**config.mk**
```make
export PLATFORM = sky130hd
export DESIGN_NAME = fifo_wr_arbiter
export DESIGN_NICKNAME = d
export VERILOG_FILES = /design/src/rtl/fifo_arb_pkg.sv /design/src/rtl/fifo_wr_arbiter_rr_pick.sv /design/src/rtl/fifo_wr_arbiter.sv
export SDC_FILE = /design/constraint.sdc
export NUM_CORES = 1
export LEC_CHECK = 0
export CORE_UTILIZATION = 28
export CTS_CLUSTER_SIZE = 16
export DETAILED_ROUTE_END_ITERATION = 16
export SYNTH_ARGS = -nofsm -noshare
export SYNTH_HDL_FRONTEND = slang
export SYNTH_SLANG_ARGS = --single-unit
```
**constraint.sdc**
```tcl
create_clock -name clk -period 6.35 [get_ports clk]
set_input_delay 1.905 -clock clk [delete_from_list [all_inputs] [get_ports clk]]
set_output_delay 1.905 -clock clk [all_outputs]
set_load 0.005 [all_outputs]
```
**src/rtl/fifo_arb_pkg.sv**
```systemverilog
// Shared types and width helpers for the FIFO write-port arbiter.
package fifo_arb_pkg;

    typedef enum logic {
        ST_IDLE  = 1'b0,
        ST_GRANT = 1'b1
    } arb_state_t;

    localparam int DEF_NUM_REQ   = 4;
    localparam int DEF_DATA_W    = 8;
    localparam int DEF_MAX_BURST = 4;

    // Owner index width; a single producer still needs one bit.
    function automatic int owner_width(input int num_req);
        return (num_req > 1) ? $clog2(num_req) : 1;
    endfunction

    // Burst counter must hold MAX_BURST itself without wrapping.
    function automatic int burst_width(input int max_burst);
        return $clog2(max_burst + 1);
    endfunction

endpackage

```
**src/rtl/fifo_wr_arbiter_rr_pick.sv**
```systemverilog
// Rotating-priority picker: first set request strictly after `last`, wrapping.
module rr_pick
    import fifo_arb_pkg::*;
#(
    parameter int NUM_REQ = DEF_NUM_REQ,
    parameter int IDX_W   = owner_width(NUM_REQ)
) (
    input  logic [NUM_REQ-1:0] req,
    input  logic [IDX_W-1:0]   last,
    output logic [NUM_REQ-1:0] pick,
    output logic [IDX_W-1:0]   idx
);

    logic [IDX_W-1:0] probe_s;
    logic             found_s;

    // Walk the ring once starting at last+1; the probe at k==NUM_REQ-1 is `last` itself.
    always_comb begin
        pick    = '0;
        idx     = last;
        probe_s = last;
        found_s = 1'b0;
        for (int k = 0; k < NUM_REQ; k++) begin
            probe_s = (probe_s == IDX_W'(NUM_REQ - 1)) ? '0 : probe_s + IDX_W'(1);
            if (!found_s && req[probe_s]) begin
                found_s       = 1'b1;
                pick[probe_s] = 1'b1;
                idx           = probe_s;
            end else begin
                found_s = found_s;
            end
        end
    end

endmodule

```
**src/rtl/fifo_wr_arbiter.sv**
```systemverilog
// Round-robin arbiter sharing one FIFO write port among NUM_REQ producers,
// with bounded bursts and write gating against fifo_full.
module fifo_wr_arbiter
    import fifo_arb_pkg::*;
#(
    parameter int  NUM_REQ   = DEF_NUM_REQ,
    parameter int  DATA_W    = DEF_DATA_W,
    parameter int  MAX_BURST = DEF_MAX_BURST,
    localparam int OW        = owner_width(NUM_REQ)
) (
    input  logic                      clk,
    input  logic                      rst,
    input  logic [NUM_REQ-1:0]        req,
    input  logic [NUM_REQ*DATA_W-1:0] req_data,
    output logic [NUM_REQ-1:0]        gnt,
    output logic [NUM_REQ-1:0]        ack,
    input  logic                      fifo_full,
    output logic                      fifo_wr_en,
    output logic [DATA_W-1:0]         fifo_din,
    output logic [OW-1:0]             owner
);

    localparam int BW = burst_width(MAX_BURST);

    arb_state_t         state_r;
    logic [BW-1:0]      burst_cnt_r;
    logic [NUM_REQ-1:0] pick_s;
    logic [OW-1:0]      pick_idx_s;
    logic               last_word_s;

    rr_pick #(
        .NUM_REQ (NUM_REQ),
        .IDX_W   (OW)
    ) u_pick (
        .req  (req),
        .last (owner),
        .pick (pick_s),
        .idx  (pick_idx_s)
    );

    assign last_word_s = (burst_cnt_r == BW'(MAX_BURST - 1));

    // Write strobe, per-word ack and data mux; full is gated in the same cycle.
    always_comb begin
        fifo_wr_en = 1'b0;
        ack        = '0;
        fifo_din   = '0;
        if (state_r == ST_GRANT) begin
            fifo_wr_en = req[owner] && !fifo_full;
            ack[owner] = req[owner] && !fifo_full;
            fifo_din   = req_data[owner*DATA_W +: DATA_W];
        end else begin
            fifo_wr_en = 1'b0;
        end
    end

    // Grant FSM and burst counter; owner is kept across release so rotation resumes after it.
    always_ff @(posedge clk or posedge rst) begin
        if (rst) begin
            state_r     <= ST_IDLE;
            gnt         <= '0;
            owner       <= OW'(NUM_REQ - 1);
            burst_cnt_r <= '0;
        end else begin
            case (state_r)
                ST_IDLE: begin
                    if (|req) begin
                        state_r     <= ST_GRANT;
                        gnt         <= pick_s;
                        owner       <= pick_idx_s;
                        burst_cnt_r <= '0;
                    end
                end
                ST_GRANT: begin
                    if (!req[owner] || (fifo_wr_en && last_word_s)) begin
                        state_r <= ST_IDLE;
                        gnt     <= '0;
                    end
                    if (fifo_wr_en) begin
                        burst_cnt_r <= burst_cnt_r + BW'(1);
                    end
                end
                default: begin
                    state_r <= ST_IDLE;
                    gnt     <= '0;
                end
            endcase
        end
    end

endmodule

```
==> results list, run 1 <==
* Result of the run: finished, final reports clean
- Traced cell by cell, the critical path runs through clkdlybuf4s50_1 > mux4_2 > nand2_1 > nor2_2 > and2_1 > clkdlybuf4s50_1.
* Gate Count Post-Synth: 141
- Nature of the critical path endpoint: output port
- Hold Vio Cnt, Final: 0
- CTS built an H-tree with a depth of 1.
- Among all flip-flop cells after synthesis, the most frequent one is sky130_fd_sc_hd__dfrtp_1.
- Counting stages on the worst path, the most repeated cell is sky130_fd_sc_hd__clkdlybuf4s50_1.
* Routed wire length per instance: 14.9 um
- After clock tree synthesis, the clock-pin slew on the worst setup and hold paths is 50 ps.
- Using the TritonRoute via totals, the vias-per-cell ratio works out to 5.29.
- The share of the Yosys chip area taken by registers is 19.4%.
- The worst hold path belongs to the class register to register.
- The region available for standard cell placement spans 0.00441 mm2.
* Detailed router's first-iteration violation count: 47
- Area of the die: 0.00492 mm2
- Quantity of gates resized following cts: 0
- The worst setup path is of the input port to output port kind.
- Global routing used 15.0% of the available tracks across all layers.
- 58 I/O pins were placed.
- Cells after DPL: 240
- Yosys attributes the largest share of cell area to sky130_fd_sc_hd__mux4_2 (17%), sky130_fd_sc_hd__dfrtp_1 (15%), sky130_fd_sc_hd__ha_1 (9.6%).
- The worst setup path is launched from an input port.
* Slowest cell delay on critical path: 660 ps
* Filler Cells Inserted: 410
- Layout net count: 242
- Clock tree synthesis inserted a total of 3 buffers.
- In this run, synthesis produced a sequential element count of 10.
- Based on the critical path, the design can be clocked at up to 170 MHz.
- The via count of the first global-routing pass was 1,329.
- No sink is reached through more buffers than the 2 on the longest clock path.
- Number of enable-type register cells in the synthesized netlist: 0
- Clock period minus worst slack: 5890 ps
- Drt pass-1 iters: 4
- Worst-Skew Late Latency: 230 ps
- TritonCTS built the clock tree.
- Final worst-path cycle share: 92.7%
- Summed over all layers, the routed wires come to 3640 um.
- Counting distinct cell types in the post-synthesis netlist gives 43.
* # setup viols final: 0
* Number of port buffers: 57
* Number of maximum-capacitance violations: 0
* Antenna Violating Nets Remaining: 0
- The post-route netlist has 12.0% of its cells at a drive strength greater than 1.
- The cell area that synthesis handed to floorplanning was 0.00130 mm2.
* Worst R2R Start: owner[0]
- For this design the static power due to leakage is 0.000750 uW.
* Crit path launch: req[3]
* Worst IR Drop VDD: 0.136 mV
* Sequential standard cell area: 253 um2
- 0 antenna diodes ended up in the layout.
- Wire length of the first global-routing pass: 6050 um
- Capturing point of the worst reg2reg path: gnt[1]
* Final instance count without filler cells: 244
* Die height: 70.2 um
- A synthesized cell averages 9.23 um2.
* RSZ-0062 raised after global routing: false
- Detail Placement HPWL: 2920 um
* Antenna violations before repair: 0
- Placement Setup Slack: 469 ps
- Worst Path Required: 4450 ps
* Worst reg-to-reg path cell count: 7
- Smallest setup slack after layout: 464 ps
* Root Buffer: sky130_fd_sc_hd__clkbuf_8
- Clock skew on the completed layout was measured at 7.74 ps.
- In this run the core area contains 24 standard-cell rows.
- Syn_nets: 190
* Starting density of the core: 29.5%
* Remaining routing DRC violations: 0
- Slew Limit Fails: 0
- CTS sink cnt: 10
* CTS Hold Bufs: 0
- The routed layout has 1,290 vias.
- Synthesis-to-layout area growth: 47.6%
- Worst Tran Pin Value: 712 ps
- Area of the multi-input gates: 950 um2
- PD cells: 409 mW/mm2
- Headroom to the max-slew limit came out at 52.5%.
* Flop-to-flop setup slack: 3250 ps
- Post-Route Hold Slack: 494 ps
* Largest fanout of any net on the critical path: 11
- The congestion estimate from routability-driven global placement came to 0.850.
- Buffers inserted by post-CTS timing repair: 0
- Crit-path slowest cell: sky130_fd_sc_hd__clkdlybuf4s50_1
- The die is 70.2 um wide.
- Library cell with the largest summed area after synthesis: sky130_fd_sc_hd__mux4_2
- Worst EP arrival: 3980 ps
* Yosys synthesis warning count: 0
- Fraction of synthesized cell area taken by the top area cell type: 17.3%
- Sum of overflow across all layers after global routing: 0
* Proportion of register bits with asynchronous set or reset after synthesis: 100%
- Final-layout setup total negative slack: 0 ps
- In this run the worst setup path terminates at ack[2].
- Entering global routing, the biggest net connects 29 pins.
## cell families (layout without fill, tap and decap cells)
kind of cell	Yosys count	in the layout	synth area share [%]
mux	16	16	23.7
fa+ha+maj	10	10	9.62
buf+inv	20	71	7.60
flops	10	10	19.4
compound gates	26	26	15.3
simple gates	59	59	24.4
## final cells by class
cell class                 instances  share of cell area (%)
multi-input combinational        111                    49.4
timing repair buffer              57                    29.7
sequential                        10                    13.2
tap                               52                    3.39
clock buffer                       4                    2.35
inverter                          10                    1.95
## cell usage after synthesis (all sizes together), types with 3 or more instances
cell type and number:
nand2 18, and2 12, mux4 11, ha 10
inv 10, nor2 9, dfrtp 8, nand3 6
buf 5, clkbuf 5, nor3 5, o21ai 5
a21oi 3, mux2i 3, nor4 3, o2111ai 3
## worst min-delay path by stage
| stage | from | end | depth (start not counted) |
|---|---|---|---|
| final | gnt[3] | gnt[3] | 2 |
| after global routing | burst_cnt_r[0] | burst_cnt_r[0] | 1 |
| after CTS | gnt[3] | gnt[3] | 2 |
| after detailed placement | gnt[3] | gnt[3] | 2 |
| after global placement | gnt[3] | gnt[3] | 2 |
| after floorplan | burst_cnt_r[0] | burst_cnt_r[0] | 1 |
## stage by stage
| step | total power (uW) | utilization (%) | cell area (um2) |
|---|---|---|---|
| final | 786 | 43.5 | 1920 |
| after global routing | 859 | 43.5 | 1920 |
| after CTS | 794 | 43.5 | 1920 |
| after detailed placement | 726 | 42.5 | 1880 |
| after global placement | 717 | 42.5 | 1880 |
| after floorplan | 548 | - | 1300 |
## where the power goes
part	internal [uW]	total [uW]	switching [uW]
Clock	43.7	66.2	22.5
Combinational	297	552	255
Sequential	93.7	168	74.6
## layout by cell type (no fill, tap or decap), types with 3 or more instances in the layout
cell and n:
sky130_fd_sc_hd__clkbuf_8 3, sky130_fd_sc_hd__ha_1 10, sky130_fd_sc_hd__mux2i_1 3, sky130_fd_sc_hd__nand3_1 6, sky130_fd_sc_hd__nor3_1 3, sky130_fd_sc_hd__mux4_2 10, sky130_fd_sc_hd__nand2_1 18, sky130_fd_sc_hd__nor4_1 3
sky130_fd_sc_hd__dfrtp_1 8, sky130_fd_sc_hd__and2_1 12, sky130_fd_sc_hd__clkdlybuf4s50_1 57, sky130_fd_sc_hd__o2111ai_1 3, sky130_fd_sc_hd__inv_1 9, sky130_fd_sc_hd__nor2_1 8, sky130_fd_sc_hd__o21ai_0 3
## state kept, by name, summed over array words and instances, names as in the netlist
signal       flops
owner            2
burst_cnt_r      3
gnt              4
state_r          1
## per-layer routing
layer / vias up / track usage (%) / part of all wire (%)
li1: 627 / - / -
met1: 613 / 16.2 / 41
met2: 44 / 29.5 / 53
met3: 6 / 2.89 / 4.8
met4: 0 / 3.78 / 1.9
met5: - / 0 / 0
## worst max-delay path: cells and delay by family
| kind | cells | cell delay, ps |
|---|---|---|
| buffers and inverters | 2 | 1160 |
| AND/OR/NAND/NOR | 3 | 570 |
| multiplexers | 1 | 340 |
No activity file was read; power rests on OpenSTA's default activity.
==> inputs of run 2 (changes only) <==
Settings changed: ABC_AREA from default to 1, MAX_ROUTING_LAYER from default to met4.
Clock period 6.35 ns to 4.95 ns, I/O delays scaled along.
==> run 2 against run 1 <==
Effect of this change:
- final area is 0.78% higher
- via count is 16% higher
- critical endpoint unchanged
- clock skew is 5.9 ps lower
- wire length is 1.7% lower
- global-route usage is 0.97 points higher
- final cell count is 29% higher
- sequential cell count stayed put
- sequential power is 2% lower
- non-clock buffer count is 1 higher
- sequential share of layout area is 0.10 points lower
==> results list, run 2 <==
* Yosys reg bits: 10
- Maximum clock insertion buffer count: 2
- Most used standard cell by instance count after synthesis: sky130_fd_sc_hd__nand2_1
- CTS placed an instance of sky130_fd_sc_hd__clkbuf_8 at the clock tree root.
- Post-Synthesis Cell Area: 0.00131 mm2
- Most common cell after layout, fill and taps aside: sky130_fd_sc_hd__clkdlybuf4s50_1
- Layout net count: 313
* Number of maximum-capacitance violations: 0
- Final estimated routing congestion in global placement: 0.871
- Final worst-path cycle share: 97.2%
- Via count: 1,492
- Nature of the critical path endpoint: output port
- Most frequent cells in the layout: sky130_fd_sc_hd__clkdlybuf4s50_1 (57), sky130_fd_sc_hd__nand2_1 (50), sky130_fd_sc_hd__nor2_1 (39)
- Aggregate global-route resource usage: 16.0%
- After clock tree synthesis, the setup repair step added 0 buffers.
- Clock transition at path regs: 50 ps
* Slew Limit Fails: 0
* PnR Total Power: 1220 uW
- Of the cells placed in the final design, the portion with a size suffix greater than 1 is 8.75%.
- Setup repair after global routing left no endpoint under its margin.
- Peak clock frequency supported by timing: 208 MHz
* Regs by FF count: gnt (4), burst_cnt_r (3), owner (2)
- TritonCTS clock tree: built
- Worst clock skew on the final layout: 1.81 ps
- Number of port buffers: 57
* Routed wire length per instance: 11.4 um
- Width of the die: 70.4 um
- The floorplan step defined a die boundary enclosing 0.00496 mm2.
- Clock period minus worst slack: 4810 ps
- Sequential-to-total area share from yosys stat: 19.3%
* Syn_nets: 259
- Detail Placement HPWL: 2750 um
* Kind of launch point of the worst setup path: input port
* Antenna diode instance count: 0
- Worst hold-check path type: register to register
- Setup total negative slack on the finished layout was measured at 0 ps.
* Most frequent cells after synthesis: sky130_fd_sc_hd__nand2_1 (50), sky130_fd_sc_hd__nor2_1 (39), sky130_fd_sc_hd__o21ai_0 (22)
- Worst EP arrival: 3330 ps
- Number of flip-flops under the largest register name: 4
* Worst Tran Pin Value: 530 ps
- The synthesized design devotes to its leading area cell type 15.3% of total area.
- Synthesis handed over a netlist of 210 instances.
- Along the worst hold path, the cell count comes to 2.
* Total detailed-routing wirelength: 3580 um
- In this run, the number of DRC markers left after iteration 0 of detailed routing was 78.
- The worst-case IR drop observed on VDD is 0.246 mV.
- Number of enable-type register cells in the synthesized netlist: 0
* Top register by number of flip-flops: gnt
- In this run the power density over the cells is 632 mW/mm2.
- The number of antenna violations at the first check in global routing was 0.
- After synthesis, the mean cell area works out to 6.24 um2.
- In this run the standard cell core region covers 0.00441 mm2.
* Worst reg-to-reg path cell count: 12
* # setup viols final: 0
- Summed over all instances, the cell type with the most area after synthesis is sky130_fd_sc_hd__dfrtp_1.
- Avg Vias per Cell: 4.74
- Number of placement rows: 24
- Wire length of the first global-routing pass: 6270 um
- Once detail routing completed, the nets flagged for antenna violations numbered 0.
* CTS Hold Bufs: 0
- Result of the run: finished, final reports clean
- Sum of overflow across all layers after global routing: 0
- Synthesis-to-layout area growth: 47.6%
- Relative max-transition margin: 64.6%
* Largest fanout of any net on the critical path: 7
* Pin count of the biggest net entering global routing: 25
* Static leakage power: 0.000892 uW
- The via count of the first global-routing pass came to 1,413.
* Starting density of the core: 29.7%
- Yosys synthesis warning count: 0
* Worst-Skew Late Latency: 240 ps
* Proportion of register bits with asynchronous set or reset after synthesis: 100%
- The first detailed-routing pass took 4 iterations.
- Number of buffers created by CTS: 3
* Leading post-synthesis cells by cell area: sky130_fd_sc_hd__dfrtp_1 (15%), sky130_fd_sc_hd__nand2_1 (14%), sky130_fd_sc_hd__nor2_1 (11%)
* Clock H-tree levels: 1
* Crit Path Class: input port to output port
- Hold Vio Cnt, Final: 0
- Quantity of gates resized following cts: 0
- At the worst endpoint, the required time is 3460 ps.
- For this run, design rule violations remaining after detail routing come to 0.
- The floorplan step set the die height to 70.4 um.
- Number of library cell types mapped by synthesis: 31
* CTS sink cnt: 10
- In the synthesized netlist the dominant register cell turns out to be sky130_fd_sc_hd__dfrtp_1.
- 58 I/O pins were placed.
-- run 2: cell types whose count changed after synthesis, moves of 7 or more --
| cell | change |
|---|---|
| sky130_fd_sc_hd__nand3_1 | +7 |
| sky130_fd_sc_hd__and2_1 | -12 |
| sky130_fd_sc_hd__nor2_1 | +31 |
| sky130_fd_sc_hd__nand2_1 | +32 |
| sky130_fd_sc_hd__mux4_2 | -10 |
| sky130_fd_sc_hd__a21oi_1 | +10 |
| sky130_fd_sc_hd__inv_1 | +7 |
| sky130_fd_sc_hd__o21ai_0 | +19 |
-- run 2: final timing paths --
path	end	startpoint	slack, ps
worst max-delay path	ack[2]	req[0]	140
worst min-delay path	gnt[0]	gnt[0]	470
worst max register to register	gnt[2]	owner[1]	2310
worst min register to register	gnt[0]	gnt[0]	470
max in group asynchronous	owner[0]	rst	3130
min in group asynchronous	burst_cnt_r[2]	rst	1520
-- run 2: layer usage --
layer / GRT usage, % / wire length [um] / up-vias
met5: - / 0 / -
met4: 5.33 / 43 / 0
met3: 3.03 / 133 / 6
met2: 26.1 / 1740 / 36
met1: 19.7 / 1660 / 660
li1: - / - / 790
-- run 2: report_power, final --
group	internal, uW	switching (uW)	total [uW]
logic	387	583	970
clock network	56.4	32.4	88.9
registers	120	44.4	164
-- run 2: logic make-up after synthesis --
logic type,count (synthesis),synth area share [%]
xor gates and xnor gates,1,0.668
AOI/OAI and AO/OA,42,17.3
DFF,10,19.3
adders and majority gates,10,9.54
and+or+nand+nor,118,42.5
buffers and inverters,29,10.8
-- run 2: per-stage QoR --
step                worst slack [ps]  hold WS (ps)  util, %  std cells  instance area [um2]
finish                           139           473     43.8        315                 1940
global route                    5.13           514     43.8        315                 1940
CTS                              128           479     43.8        315                 1940
detailed placement               143           470     42.8        311                 1890
global placement                 193           477     42.8        311                 1890
floorplan                       1300           450        -        210                 1310
-- run 2: worst max-delay path, cell delays in order --
cell                              delay (ps)
sky130_fd_sc_hd__clkdlybuf4s50_1         500
sky130_fd_sc_hd__nand2_1                  60
sky130_fd_sc_hd__nand2_1                 110
sky130_fd_sc_hd__inv_1                    70
sky130_fd_sc_hd__nand2_1                  70
sky130_fd_sc_hd__o21ai_2                  90
sky130_fd_sc_hd__nor3_4                  200
sky130_fd_sc_hd__inv_2                   110
sky130_fd_sc_hd__nor2_1                  120
sky130_fd_sc_hd__clkdlybuf4s50_1         510
-- run 2: final cells by class --
class / instances / area, um2
Sequential cell: 10 / 253
Tap cell: 52 / 65.1
Fill cell: 461 / 2480
Multi-Input combinational cell: 171 / 917
Timing Repair Buffer: 58 / 578
Clock buffer: 4 / 45.0
Inverter: 20 / 77.6
==> inputs of run 3 (changes only) <==
Settings changed: ABC_AREA 1 to default.
==> run 3 against run 2 <==
Effect of this change:
- core utilization rose by 0.91 points
- fmax up 2.5%
- total power fell by 15%
- critical path type unchanged
- highest routed layer unchanged
==> results list, run 3 (synthesis results as in run 1) <==
- The first detailed-routing pass took 4 iterations.
- The first global-routing pass estimated 5970 um of wire.
* Relative max-transition margin: 69.5%
- In the routed layout, each cell is associated on average with a via count of 5.14.
* Detailed router's first-iteration violation count: 40
* Antenna violations before repair: 0
- Capturing point of the worst reg2reg path: gnt[1]
- The worst setup path is launched from an input port.
- Sum of overflow across all layers after global routing: 0
* Start point of the worst hold path: gnt[3]
* # setup viols final: 0
- The count of cells in the finished layout, fillers not included, comes to 250.
- Leaving out fill and tap cells, the most frequent cells in the layout are sky130_fd_sc_hd__clkdlybuf4s50_1 (57), sky130_fd_sc_hd__nand2_1 (18), sky130_fd_sc_hd__and2_1 (12).
- Root Buffer: sky130_fd_sc_hd__clkbuf_8
- At the end of the flow, the number of nets in the layout was 248.
* Slowest cell delay on critical path: 510 ps
* Number of maximum-capacitance violations: 0
- For this run, the top clock speed supported by timing is 213 MHz.
- The worst setup path is captured at an output port.
- The worst hold path terminates at gnt[3].
* Final estimated routing congestion in global placement: 0.880
- Top register by number of flip-flops: gnt
- Measured in cells, the most critical reg-to-reg path has a length of 7.
- The worst hold path belongs to the class register to register.
* Detail Placement HPWL: 2840 um
* Total detailed-routing wirelength: 3490 um
* Width of the die: 70.2 um
- Number of buffers created by CTS: 3
- Slew Limit Fails: 0
* Most frequent CP cell: sky130_fd_sc_hd__clkdlybuf4s50_1
- Along the worst hold path, the cell count comes to 2.
* Clock transition at path regs: 50 ps
- Of the available clock period, the critical path in the final layout requires 94.8%.
* Clock H-tree levels: 1
- No sink is reached through more buffers than the 2 on the longest clock path.
- The worst setup path is of the input port to output port kind.
- Number of top-level design ports: 58
- Remaining routing DRC violations: 0
- In the final routed layout, each cell accounts on average for 14.0 um.
- For this design, the sink count on the clock tree is 10.
* PD cells: 524 mW/mm2
* Buffers inserted by post-CTS timing repair: 0
- The die covers 0.00492 mm2.
- Number of placement rows: 24
- The clock arrives with 1.75 ps of skew.
- Buffers inserted to repair hold after CTS numbered 0.
- The via count of the first global-routing pass came to 1,290.
* Flop-to-flop setup slack: 2070 ps
- In this run the remaining antenna-violating nets after routing total 0.
- TritonCTS built the clock tree.
* RSZ-0062 raised after global routing: false
* Result of the run: finished, final reports clean
- Area of the core: 0.00441 mm2
- Die height: 70.2 um
- Worst-Skew Late Latency: 230 ps
* Most common cell after layout, fill and taps aside: sky130_fd_sc_hd__clkdlybuf4s50_1
- In this run, placement finished with an instance count of 246.
- The critical path goes through clkdlybuf4s50_1 > mux4_2 > nand2_1 > nor2_2 > and2_1 > clkdlybuf4s50_1.
* Final-layout setup total negative slack: 0 ps
* Regs by FF count: gnt (4), burst_cnt_r (3), owner (2)
- Worst R2R Start: owner[0]
- On the critical path, the stage with the largest delay is an instance of sky130_fd_sc_hd__mux4_2.
* Worst IR Drop VDD: 0.233 mV
* Via count: 1,286
* Quantity of gates resized following cts: 0
- The final hold violation count is 0.
- 0 antenna diodes ended up in the layout.
- At the pin with the least slew margin, the transition time is 453 ps.
- For this run, the total global-route usage over all layers was measured as 15.2%.
- Summed over all cells, the static leakage comes to 0.000785 uW.
- Entering global routing, the biggest net connects 22 pins.
- Synthesis-to-layout area growth: 51.8%
- Worst Path Required: 3460 ps
- The post-route netlist has 15.2% of its cells at a drive strength greater than 1.
- Number of port buffers: 57
- Largest fanout of any net on the critical path: 5
- The register with the most flip-flops in the layout has 4 of them.
- STA puts the critical path data arrival time at 3210 ps.
- Clock period minus worst slack: 4690 ps
* Starting density of the core: 29.5%
==> run 3: report_power, final <==
group	internal [uW]	switching (uW)	leakage, uW
clock	69.8	30.4	0.0000288
combinational	392	344	0.000630
sequential	120	78.9	0.000127
==> run 3: metrics by stage <==
step	power [uW]	setup WS [ps]	instance area, um2	hold slack [ps]	util, %
global route	1130	137	1980	513	44.8
detailed placement	939	248	1920	476	43.5
finish	1030	256	1980	479	44.8
CTS	1040	245	1980	487	44.8
floorplan	703	979	1300	455	-
global placement	930	257	1920	479	43.5
==> run 3: final cells by class <==
type	instances	area [um2]
Inverter	10	37.5
Clock buffer	4	55.1
Tap cell	52	65.1
Multi-Input combinational cell	111	950
Timing Repair Buffer	63	616
Fill cell	414	2440
Sequential cell	10	253
==> run 3: worst max-delay path, delay by kind of cell <==
kind	cells	cell delay, ps
buffers and inverters	2	850
and+or+nand+nor	3	350
muxes	1	510
==> run 3: worst max path at each step <==
| stage | start | endpoint | cells after the start |
|---|---|---|---|
| finish | req[1] | ack[3] | 6 |
| global route | req[0] | ack[3] | 6 |
| CTS | req[1] | ack[1] | 6 |
| detailed placement | req[1] | ack[3] | 6 |
| global placement | req[3] | ack[1] | 6 |
| floorplan | req[2] | ack[1] | 5 |
==> run 3: layer usage <==
metal	GRT usage (%)	share of wire, %	wire, um
met4	2.44	0.97	34
met2	27.4	51	1770
met5	-	0	0
met3	3.03	4.5	157
met1	17.6	44	1530
